File: config.mk
export PLATFORM = sky130hd
export DESIGN_NAME = interrupt_controller
export DESIGN_NICKNAME = d
export VERILOG_FILES = /design/src/rtl/irq_pkg.sv /design/src/rtl/irq_arbiter.sv /design/src/rtl/interrupt_controller.sv
export SDC_FILE = /design/constraint.sdc
export NUM_CORES = 1
export LEC_CHECK = 0
export BUFFER_PORTS_ARGS = -buffer_cell sky130_fd_sc_hd__buf_2
export CAP_MARGIN = 40
export CORE_MARGIN = 10
export CORE_UTILIZATION = 45
export DETAILED_ROUTE_END_ITERATION = 7
export PLACE_DENSITY = 0.65
export SLEW_MARGIN = 10
export SYNTH_ARGS = -nofsm -noshare
export SYNTH_HDL_FRONTEND = slang
export SYNTH_SLANG_ARGS = --single-unit
File: constraint.sdc
create_clock -name clk -period 2.52 [get_ports clk]
set_input_delay 0.252 -clock clk [delete_from_list [all_inputs] [get_ports clk]]
set_output_delay 0.252 -clock clk [all_outputs]
set_load 0.01 [all_outputs]
File: src/rtl/irq_pkg.sv
// rtl/irq_pkg.sv - shared types and constants for the interrupt controller
package irq_pkg;

   typedef enum logic [1:0] {
      IRQ_IDLE    = 2'd0,
      IRQ_PRESENT = 2'd1,
      IRQ_SERVICE = 2'd2
   } irq_state_t;

   localparam logic ARB_FIXED = 1'b0;
   localparam logic ARB_RR    = 1'b1;

endpackage

File: src/rtl/irq_arbiter.sv
// rtl/irq_arbiter.sv - combinational fixed / round-robin selector over an eligible vector
module irq_arbiter
   import irq_pkg::*;
#(
   parameter int NUM_IRQ = 8,
   parameter int ID_W    = $clog2(NUM_IRQ)
) (
   input  logic [NUM_IRQ-1:0] eligible,
   input  logic [ID_W-1:0]    last_id,
   input  logic               mode,
   output logic [ID_W-1:0]    sel_id,
   output logic               sel_valid
);

   localparam int SW = ID_W + 1;

   logic [SW-1:0]   start;
   logic            hi_found;
   logic            lo_found;
   logic [ID_W-1:0] hi_id;
   logic [ID_W-1:0] lo_id;

   // Round-robin is a search from start upward, falling back to the lowest
   // eligible index when nothing at or above start is eligible (the wrap).
   always_comb begin
      start    = '0;
      hi_found = 1'b0;
      lo_found = 1'b0;
      hi_id    = '0;
      lo_id    = '0;
      if (mode == ARB_RR && last_id != ID_W'(NUM_IRQ - 1)) begin
         start = {1'b0, last_id} + 1'b1;
      end
      for (int i = 0; i < NUM_IRQ; i++) begin
         if (eligible[i] && !lo_found) begin
            lo_found = 1'b1;
            lo_id    = ID_W'(i);
         end
         if (eligible[i] && !hi_found && (SW'(i) >= start)) begin
            hi_found = 1'b1;
            hi_id    = ID_W'(i);
         end
      end
      sel_valid = lo_found;
      sel_id    = hi_found ? hi_id : lo_id;
   end

endmodule

File: src/rtl/interrupt_controller.sv
// rtl/interrupt_controller.sv - pending/mask registers and present/service handshake FSM
module interrupt_controller
   import irq_pkg::*;
#(
   parameter int                   NUM_IRQ  = 8,
   parameter int                   ID_W     = $clog2(NUM_IRQ),
   parameter logic [NUM_IRQ-1:0]   EDGE_SEL = {NUM_IRQ{1'b1}}
) (
   input  logic               clk,
   input  logic               rst_n,
   input  logic [NUM_IRQ-1:0] irq_in,
   input  logic               mask_we,
   input  logic [NUM_IRQ-1:0] mask_wdata,
   input  logic               rr_mode,
   input  logic               irq_ack,
   input  logic               irq_eoi,
   output logic               irq_valid,
   output logic [ID_W-1:0]    irq_id,
   output logic               busy,
   output logic [NUM_IRQ-1:0] pending
);

   localparam logic [NUM_IRQ-1:0] ONE_HOT0 = NUM_IRQ'(1);

   irq_state_t         state_q;
   irq_state_t         state_d;
   logic [NUM_IRQ-1:0] irq_q;
   logic [NUM_IRQ-1:0] pend_edge_q;
   logic [NUM_IRQ-1:0] mask_q;
   logic [ID_W-1:0]    last_id_q;
   logic [NUM_IRQ-1:0] eligible;
   logic [NUM_IRQ-1:0] set_vec;
   logic [NUM_IRQ-1:0] clr_vec;
   logic [ID_W-1:0]    sel_id;
   logic               sel_valid;
   logic               ack_fire;
   logic               load_sel;

   // Level sources are never stored: their pending bit is the live line.
   assign pending  = (pend_edge_q & EDGE_SEL) | (irq_in & ~EDGE_SEL);
   assign eligible = pending & ~mask_q;

   irq_arbiter #(
      .NUM_IRQ (NUM_IRQ),
      .ID_W    (ID_W)
   ) u_arbiter (
      .eligible  (eligible),
      .last_id   (last_id_q),
      .mode      (rr_mode),
      .sel_id    (sel_id),
      .sel_valid (sel_valid)
   );

   assign ack_fire = (state_q == IRQ_PRESENT) && irq_ack;
   assign load_sel = (state_q == IRQ_IDLE) && sel_valid;

   // Set is applied after clear so a new edge in the ack cycle survives.
   assign set_vec = irq_in & ~irq_q & EDGE_SEL;
   assign clr_vec = ack_fire ? ((ONE_HOT0 << irq_id) & EDGE_SEL) : '0;

   always_comb begin
      state_d = state_q;
      case (state_q)
         IRQ_IDLE:    if (sel_valid) state_d = IRQ_PRESENT;
         IRQ_PRESENT: if (irq_ack)   state_d = IRQ_SERVICE;
         IRQ_SERVICE: if (irq_eoi)   state_d = IRQ_IDLE;
         default:                    state_d = IRQ_IDLE;
      endcase
   end

   always_ff @(posedge clk or negedge rst_n) begin
      if (!rst_n) begin
         state_q <= IRQ_IDLE;
      end else begin
         state_q <= state_d;
      end
   end

   always_ff @(posedge clk or negedge rst_n) begin
      if (!rst_n) begin
         irq_q       <= '0;
         pend_edge_q <= '0;
         mask_q      <= '1;
         last_id_q   <= ID_W'(NUM_IRQ - 1);
         irq_id      <= '0;
      end else begin
         irq_q       <= irq_in;
         pend_edge_q <= (pend_edge_q & ~clr_vec) | set_vec;
         if (mask_we) begin
            mask_q <= mask_wdata;
         end
         if (load_sel) begin
            irq_id <= sel_id;
         end
         if (ack_fire) begin
            last_id_q <= irq_id;
         end
      end
   end

   assign irq_valid = (state_q == IRQ_PRESENT);
   assign busy      = (state_q == IRQ_SERVICE);

endmodule

==> run_results.csv, run 1 <==
group,metric,value,unit
cts,clockRootBuffer,"clkbuf_4",
synth,ys_warn_count,0,
power_and_ir_drop,internal_power,1.056,mW
synth,syn_inst,146,
power_and_ir_drop,power,1.757,mW
cells_and_area,final_layout_size_suffix_gt1_share,37.77,%
cts,cts-buffers-inserted,5,
synth,synth_area_leader_cell,"dfrtp_1",
die,fp.dieH,78.36,um
cells_and_area,insertedDiodeCount,0,
drt,num_vias,1259,
sta,drv_slew,0,
global_routing,antenna_found_initial,0,
sta,worstMarginPinSlew,0.6694,ns
global_routing,grt.overflow.total,0,
cts,path_clk_slew,0.09,ns
sta,fin_crit,2.209,ns
die,core_area,3311,um2
global_routing,grt_pass1_wl,6.182,mm
global_routing,grt_max_degree,33,
drt,firstDrtPassIters,4,
die,die_area,6140,um2
die,num_rows,21,
die,initial_core_util,46.30,%
drt,wl,3.652,mm
critical_path,cp_max_fo,6,
sta,hold-worst-slack,0.03404,ns
global_routing,track_usage,12.57,%
power_and_ir_drop,p_leak,0.8123,nW
synth,syn_avg_cell_area,10.50,um2
sta,rsz0062_at_grt,"no",
synth,synth_top_cells_by_count,"21 x dfrtp_1, 20 x o21ai_0, 13 x inv_1, 13 x nand2_1, 11 x dfstp_2",
cells_and_area,area_delta_synth_final,18.53,%
synth,ys.flop_type,"dfrtp_1",
critical_path,cp-end-kind,"flop",
placement,numPortBuffers,34,
drt,wl_per_cell,15.61,um
sta,finClkSkew,0.006096,ns
sta,max_freq,0.4528,GHz
power_and_ir_drop,power.switching,0.7008,mW
hold_path,min_from,"irq_in[1]",
sta,slew_headroom,55.37,%
synth,async_reset_ff_share,100.0,%
cts,cts_tree,"yes",
synth,yosys.area.top_type_share,34.29,%
placement,pre_cts_ws,0.3807,ns
power_and_ir_drop,swShare,39.90,%
synth,seq_area_frac_synth,53.14,%
power_and_ir_drop,clockPowerShare,15.4,%
synth,synthDistinctLibCells,38,
placement,gp_congestion,0.8527,
flow_run,timing.max_cap.violations,0,
power_and_ir_drop,power.density,966.9,nW/um2
critical_path,worstPathArrival,2.41,ns
cells_and_area,final_net_count,211,
synth,syn_area,1533,um2
power_and_ir_drop,irDropWorstVdd,0.4256,mV
power_and_ir_drop,p_seq_share,43.7,%
run_status,status,"finished clean",
cts,post_cts_buffers,0,
synth,synth_area_leaders,"dfrtp_1 34%, dfstp_2 19%, o21ai_0 6.5%",
global_routing,first_global_vias,1292,
cts,clockBufferDepth,2,
sta,fin_ws,0.3113,ns
synth,synth.most_common_cell,"dfrtp_1",
critical_path,crit_path_start,"last_id_q[0]",
critical_path,r2r-start,"last_id_q[0]",
die,ios,35,
critical_path,crit_type,"flop to flop",
synth,ys_seq_elements,32,
synth,synth_edf_count,0,
drt,ant_nets,0,
critical_path,worstPathRequired,2.72,ns
cts,clock_latency,0.33,ns
drt,via_per_inst,5.380,
power_and_ir_drop,pwr-share-comb,40.8,%
sta,setup_violations,0,
synth,syn_nets,170,
drt,drt_iter0_markers,146,
cts,htreeDepth,2,
sta,fin_crit_sh,87.65,%
placement,hpwlAfterDp,2.916,mm
sta,tns,0,ns
critical_path,start_kind,"flop",
cts,cts_sinks,32,
hold_path,hold_class,"input pin to flop",
die,die_x,78.36,um
drt,drc,0,
sta,hold_viol,0,
==> path summary, 6_finish.rpt <==
check	endpoint	slack [ns]	cells past startpoint
max	irq_id[1]	0.31	8
min	irq_q[1]	0.03	1
max reg2reg	irq_id[1]	0.31	8
min reg2reg	pending[5]	0.42	1
max in group asynchronous	irq_q[5]	1.60	2
min in group asynchronous	irq_q[6]	0.49	2
==> metrics by stage <==
stage | area [um2] | std cells | util, %
after CTS | 1817 | 234 | 54.88
after global routing | 1817 | 234 | 54.88
after floorplan | 1533 | 146 | -
after global placement | 1757 | 225 | 53.06
after detailed placement | 1757 | 225 | 53.06
final | 1817 | 234 | 54.88
==> sequential cells by signal (all words and copies together) (netlist names) <==
signal	flops
state_q	2
pending	8
last_id_q	3
mask_q	8
irq_q	8
irq_id	3
==> critical path, stage by stage (launching register included) <==
cell and delay [ns]:
dfstp_2 0.59, ha_1 0.16, ha_1 0.26, nand4b_1 0.15, nand2b_1 0.12, a21oi_1 0.21, nor4b_2 0.07, a311oi_1 0.34
a32oi_1 0.16
==> cell type report <==
| class | count | area [um2] |
|---|---|---|
| fillers | 340 | 1494 |
| flip-flops and latches | 32 | 814.5 |
| multi-input cells | 100 | 665.6 |
| repair buffers | 35 | 180.2 |
| well taps | 46 | 57.56 |
| inverters | 13 | 48.80 |
| clock buffers | 7 | 45.04 |
| clock inverters | 1 | 5.005 |
==> kinds of logic (layout without fill, tap and decap cells) <==
family	count (synthesis)	in the layout	share of synthesized area (%)
and+or+nand+nor	51	51	19.92
muxes	8	8	5.878
DFF	32	32	53.14
buffers and inverters	14	56	3.429
AOI/OAI and AO/OA	39	39	16.00
adders and majority gates	2	2	1.632
==> power groups by stage <==
stage	sequential [mW]	clock (mW)	combinational (mW)
6_report	0.768	0.271	0.717
5_1_grt	0.792	0.309	0.804
4_1_cts	0.770	0.285	0.719
2_1_floorplan	0.778	0	0.458
3_5_place_dp	0.778	0	0.713
3_3_place_gp	0.771	0	0.687
==> per-layer routing <==
layer	GRT usage [%]	wire (um)	vias up
li1	-	-	595
met1	14.50	1543	619
met2	21.63	1867	38
met3	4.100	193	7
met4	3.763	48	0
met5	0	0	-
==> cell usage in the layout, fill, tap and decap left out, types with 2 or more instances in the layout <==
cell and n:
buf_2 34, dfrtp_1 21, o21ai_0 20, inv_1 13, nand2_1 13, dfstp_2 11
mux2_2 8, nor2_1 8, nand2b_1 7, a21oi_1 5, clkbuf_4 5, and2b_1 4
o31ai_1 3, nand3_1 2, nor2b_1 2, nor3_1 2, a311oi_1 2, a32oi_1 2
ha_1 2, clkbuf_1 2
==> what timing repair did <==
action                                 CTS  global route
resized for setup                        0             0
hold buffers                             1             0
endpoints found under the hold margin   21             0
Note: power is estimated with default switching activity, not from simulation.
==> run 2, diff against run 1 <==
--- a/config.mk
+++ b/config.mk
@@ -5,6 +5,7 @@
 export SDC_FILE = /design/constraint.sdc
 export NUM_CORES = 1
 export LEC_CHECK = 0
+export ABC_AREA = 1
 export BUFFER_PORTS_ARGS = -buffer_cell sky130_fd_sc_hd__buf_2
 export CAP_MARGIN = 40
 export CORE_MARGIN = 10
==> run_results.csv, run 2 <==
group,metric,value,unit
run_status,status,"finished clean",
synth,ys.flop_type,"dfrtp_1",
die,core_area,3416,um2
die,die_x,80.33,um
critical_path,crit_path_max_incr_delay,0.59,ns
sta,tns,0,ns
synth,synth-compound-area-share,12.53,%
critical_path,start_kind,"flop",
cells_and_area,final_layout_size_suffix_gt1_share,31.95,%
global_routing,antenna_found_initial,0,
critical_path,worstPathRequired,2.79,ns
cts,clockRootBuffer,"clkbuf_4",
power_and_ir_drop,power.density,987.7,nW/um2
drt,firstDrtPassIters,4,
cells_and_area,final_common_cell,"nand2_1",
synth,syn_avg_cell_area,8.230,um2
synth,synthMuxAreaShare,0,%
cts,post_cts_buffers,0,
critical_path,crit_path_frequent_cell,"nand2_1",
cells_and_area,final_net_count,264,
critical_path,cp_max_fo,6,
cts,clock_latency,0.33,ns
synth,ys_seq_elements,32,
flow_run,timing.max_cap.violations,0,
global_routing,track_usage,12.05,%
placement,numPortBuffers,34,
sta,fin_ws,0.4949,ns
sta,rsz0062_at_grt,"no",
die,ios,35,
synth,async_reset_ff_share,100.0,%
placement,pre_cts_ws,0.5033,ns
cts,clockBufferDepth,2,
drt,drc,0,
sta,hold_viol,0,
hold_path,min_from,"irq_in[7]",
synth,synth.most_common_cell,"nand2_1",
die,fp.dieH,80.33,um
die,num_rows,21,
global_routing,grt_pass1_wl,6.161,mm
sta,slew_headroom,53.87,%
drt,drt_iter0_markers,47,
global_routing,grt_max_degree,33,
sta,finClkSkew,0.009959,ns
cells_and_area,area_delta_synth_final,18.33,%
sta,max_freq,0.4938,GHz
drt,num_vias,1364,
cells_and_area,n_fill_cell,340,
cts,cts_tree,"yes",
synth,syn_nets,223,
sta,worstMarginPinSlew,0.6919,ns
critical_path,cp-end-kind,"flop",
synth,synthDistinctLibCells,28,
synth,syn_inst,199,
synth,synth_fa_ha_area_share,1.528,%
cts,post_cts_resized,0,
synth,yosys.area_share.simple,27.73,%
hold_path,hold_class,"input pin to flop",
synth,synth_top_family_by_area,"simple AND/OR/NAND/NOR gates",
cells_and_area,final_cell_mix,"49 x nand2_1, 34 x buf_2, 29 x inv_1",
synth,synth_edf_count,0,
synth,synthXorXnorAreaFrac,0,%
critical_path,cp_slowest_cell,"dfstp_2",
sta,fin_crit_sh,80.36,%
cts,cts_sinks,32,
drt,via_per_inst,4.753,
die,initial_core_util,47.95,%
cts,htreeDepth,2,
placement,hpwlAfterDp,2.970,mm
drt,ant_nets,0,
cts,path_clk_slew,0.11,ns
synth,synth_top_cells_by_count,"49 x nand2_1, 29 x inv_1, 21 x dfrtp_1",
synth,ys_warn_count,0,
critical_path,path_cells,"ha_1 > ha_1 > inv_2 > nand2_2 > nor2_4 > nor3_2 > nand3_1 > o21a_1 > nand2_1 > inv_2 > nand2_1 > nand2_1 > nand2_1",
power_and_ir_drop,p_leak,0.9751,nW
critical_path,worstPathArrival,2.30,ns
synth,seq_area_frac_synth,49.73,%
power_and_ir_drop,irDropWorstVdd,0.5332,mV
cells_and_area,insertedDiodeCount,0,
synth,synth_area_leaders,"dfrtp_1 32%, dfstp_2 18%, nand2_1 11%",
drt,wl_per_cell,12.58,um
placement,gp_congestion,0.8477,
sta,setup_violations,0,
critical_path,r2r-start,"last_id_q[0]",
global_routing,first_global_vias,1442,
critical_path,crit_path_start,"last_id_q[0]",
sta,drv_slew,0,
drt,wl,3.611,mm
sta,fin_crit,2.025,ns
synth,synth_area_leader_cell,"dfrtp_1",
die,die_area,6453,um2
cts,cts_hold_buf,1,
global_routing,grt.overflow.total,0,
synth,yosys.area.top_type_share,32.09,%
cts,cts-buffers-inserted,5,
synth,syn_area,1638,um2
critical_path,crit_type,"flop to flop",
-- run 2: cell families after synthesis --
| group | after synthesis |
|---|---|
| AND/OR/NAND/NOR | 91 |
| flip-flops | 32 |
| AO/OA/AOI/OAI | 37 |
| buffers and inverters | 37 |
| adder cells (fa/ha/maj) | 2 |
-- run 2: layout make-up --
cell class | count | area (um2) | area share (%)
Tap cell | 46 | 57.56 | 2.970
Inverter | 36 | 135.1 | 6.972
Sequential cell | 32 | 814.5 | 42.03
Clock buffer | 6 | 51.30 | 2.647
Timing Repair Buffer | 35 | 180.2 | 9.296
Clock inverter | 2 | 15.01 | 0.7747
Multi-Input combinational cell | 130 | 684.4 | 35.31
-- run 2: final timing paths --
check	endpoint	slack, ns	depth (start not counted)
worst max register to register	irq_id[1]	0.49	13
worst min register to register	pending[1]	0.41	1
max in group asynchronous	irq_id[2]	1.59	2
worst min-delay path	irq_q[7]	0.03	1
worst max-delay path	irq_id[1]	0.49	13
min in group asynchronous	irq_q[0]	0.48	2
-- run 2: stage by stage --
| step | cells | utilization (%) | power, mW | hold slack, ns | area (um2) |
|---|---|---|---|---|---|
| 2_1_floorplan | 199 | - | 1.360 | -0.04359 | 1638 |
| 3_3_place_gp | 278 | 54.51 | 1.607 | 0.3362 | 1862 |
| 3_5_place_dp | 278 | 54.51 | 1.617 | 0.3349 | 1862 |
| 4_1_cts | 287 | 56.74 | 1.940 | 0.003414 | 1938 |
| 5_1_grt | 287 | 56.74 | 2.081 | 0.01183 | 1938 |
| 6_report | 287 | 56.74 | 1.914 | 0.02554 | 1938 |
-- run 2: routing by layer --
layer | GRT usage [%] | up-vias | part of all wire (%)
met5 | 0 | - | 0
met4 | 5.810 | 0 | 0.53
met2 | 20.22 | 23 | 48
met3 | 3.007 | 2 | 3.6
met1 | 13.98 | 623 | 48
li1 | - | 716 | -
-- run 2: power by group --
group	internal, mW	switching (mW)
registers	0.654	0.118
clock network	0.135	0.180
logic	0.303	0.524
total	1.09	0.822
-- run 2: worst max-delay path, delay by kind of cell, from the launching register on --
family                   cells  cell delay (ns)
buffers and inverters        2             0.08
adder cells (fa/ha/maj)      2             0.33
AND/OR/NAND/NOR              8             0.84
flip-flops                   1             0.59
AO/OA/AOI/OAI                1             0.13
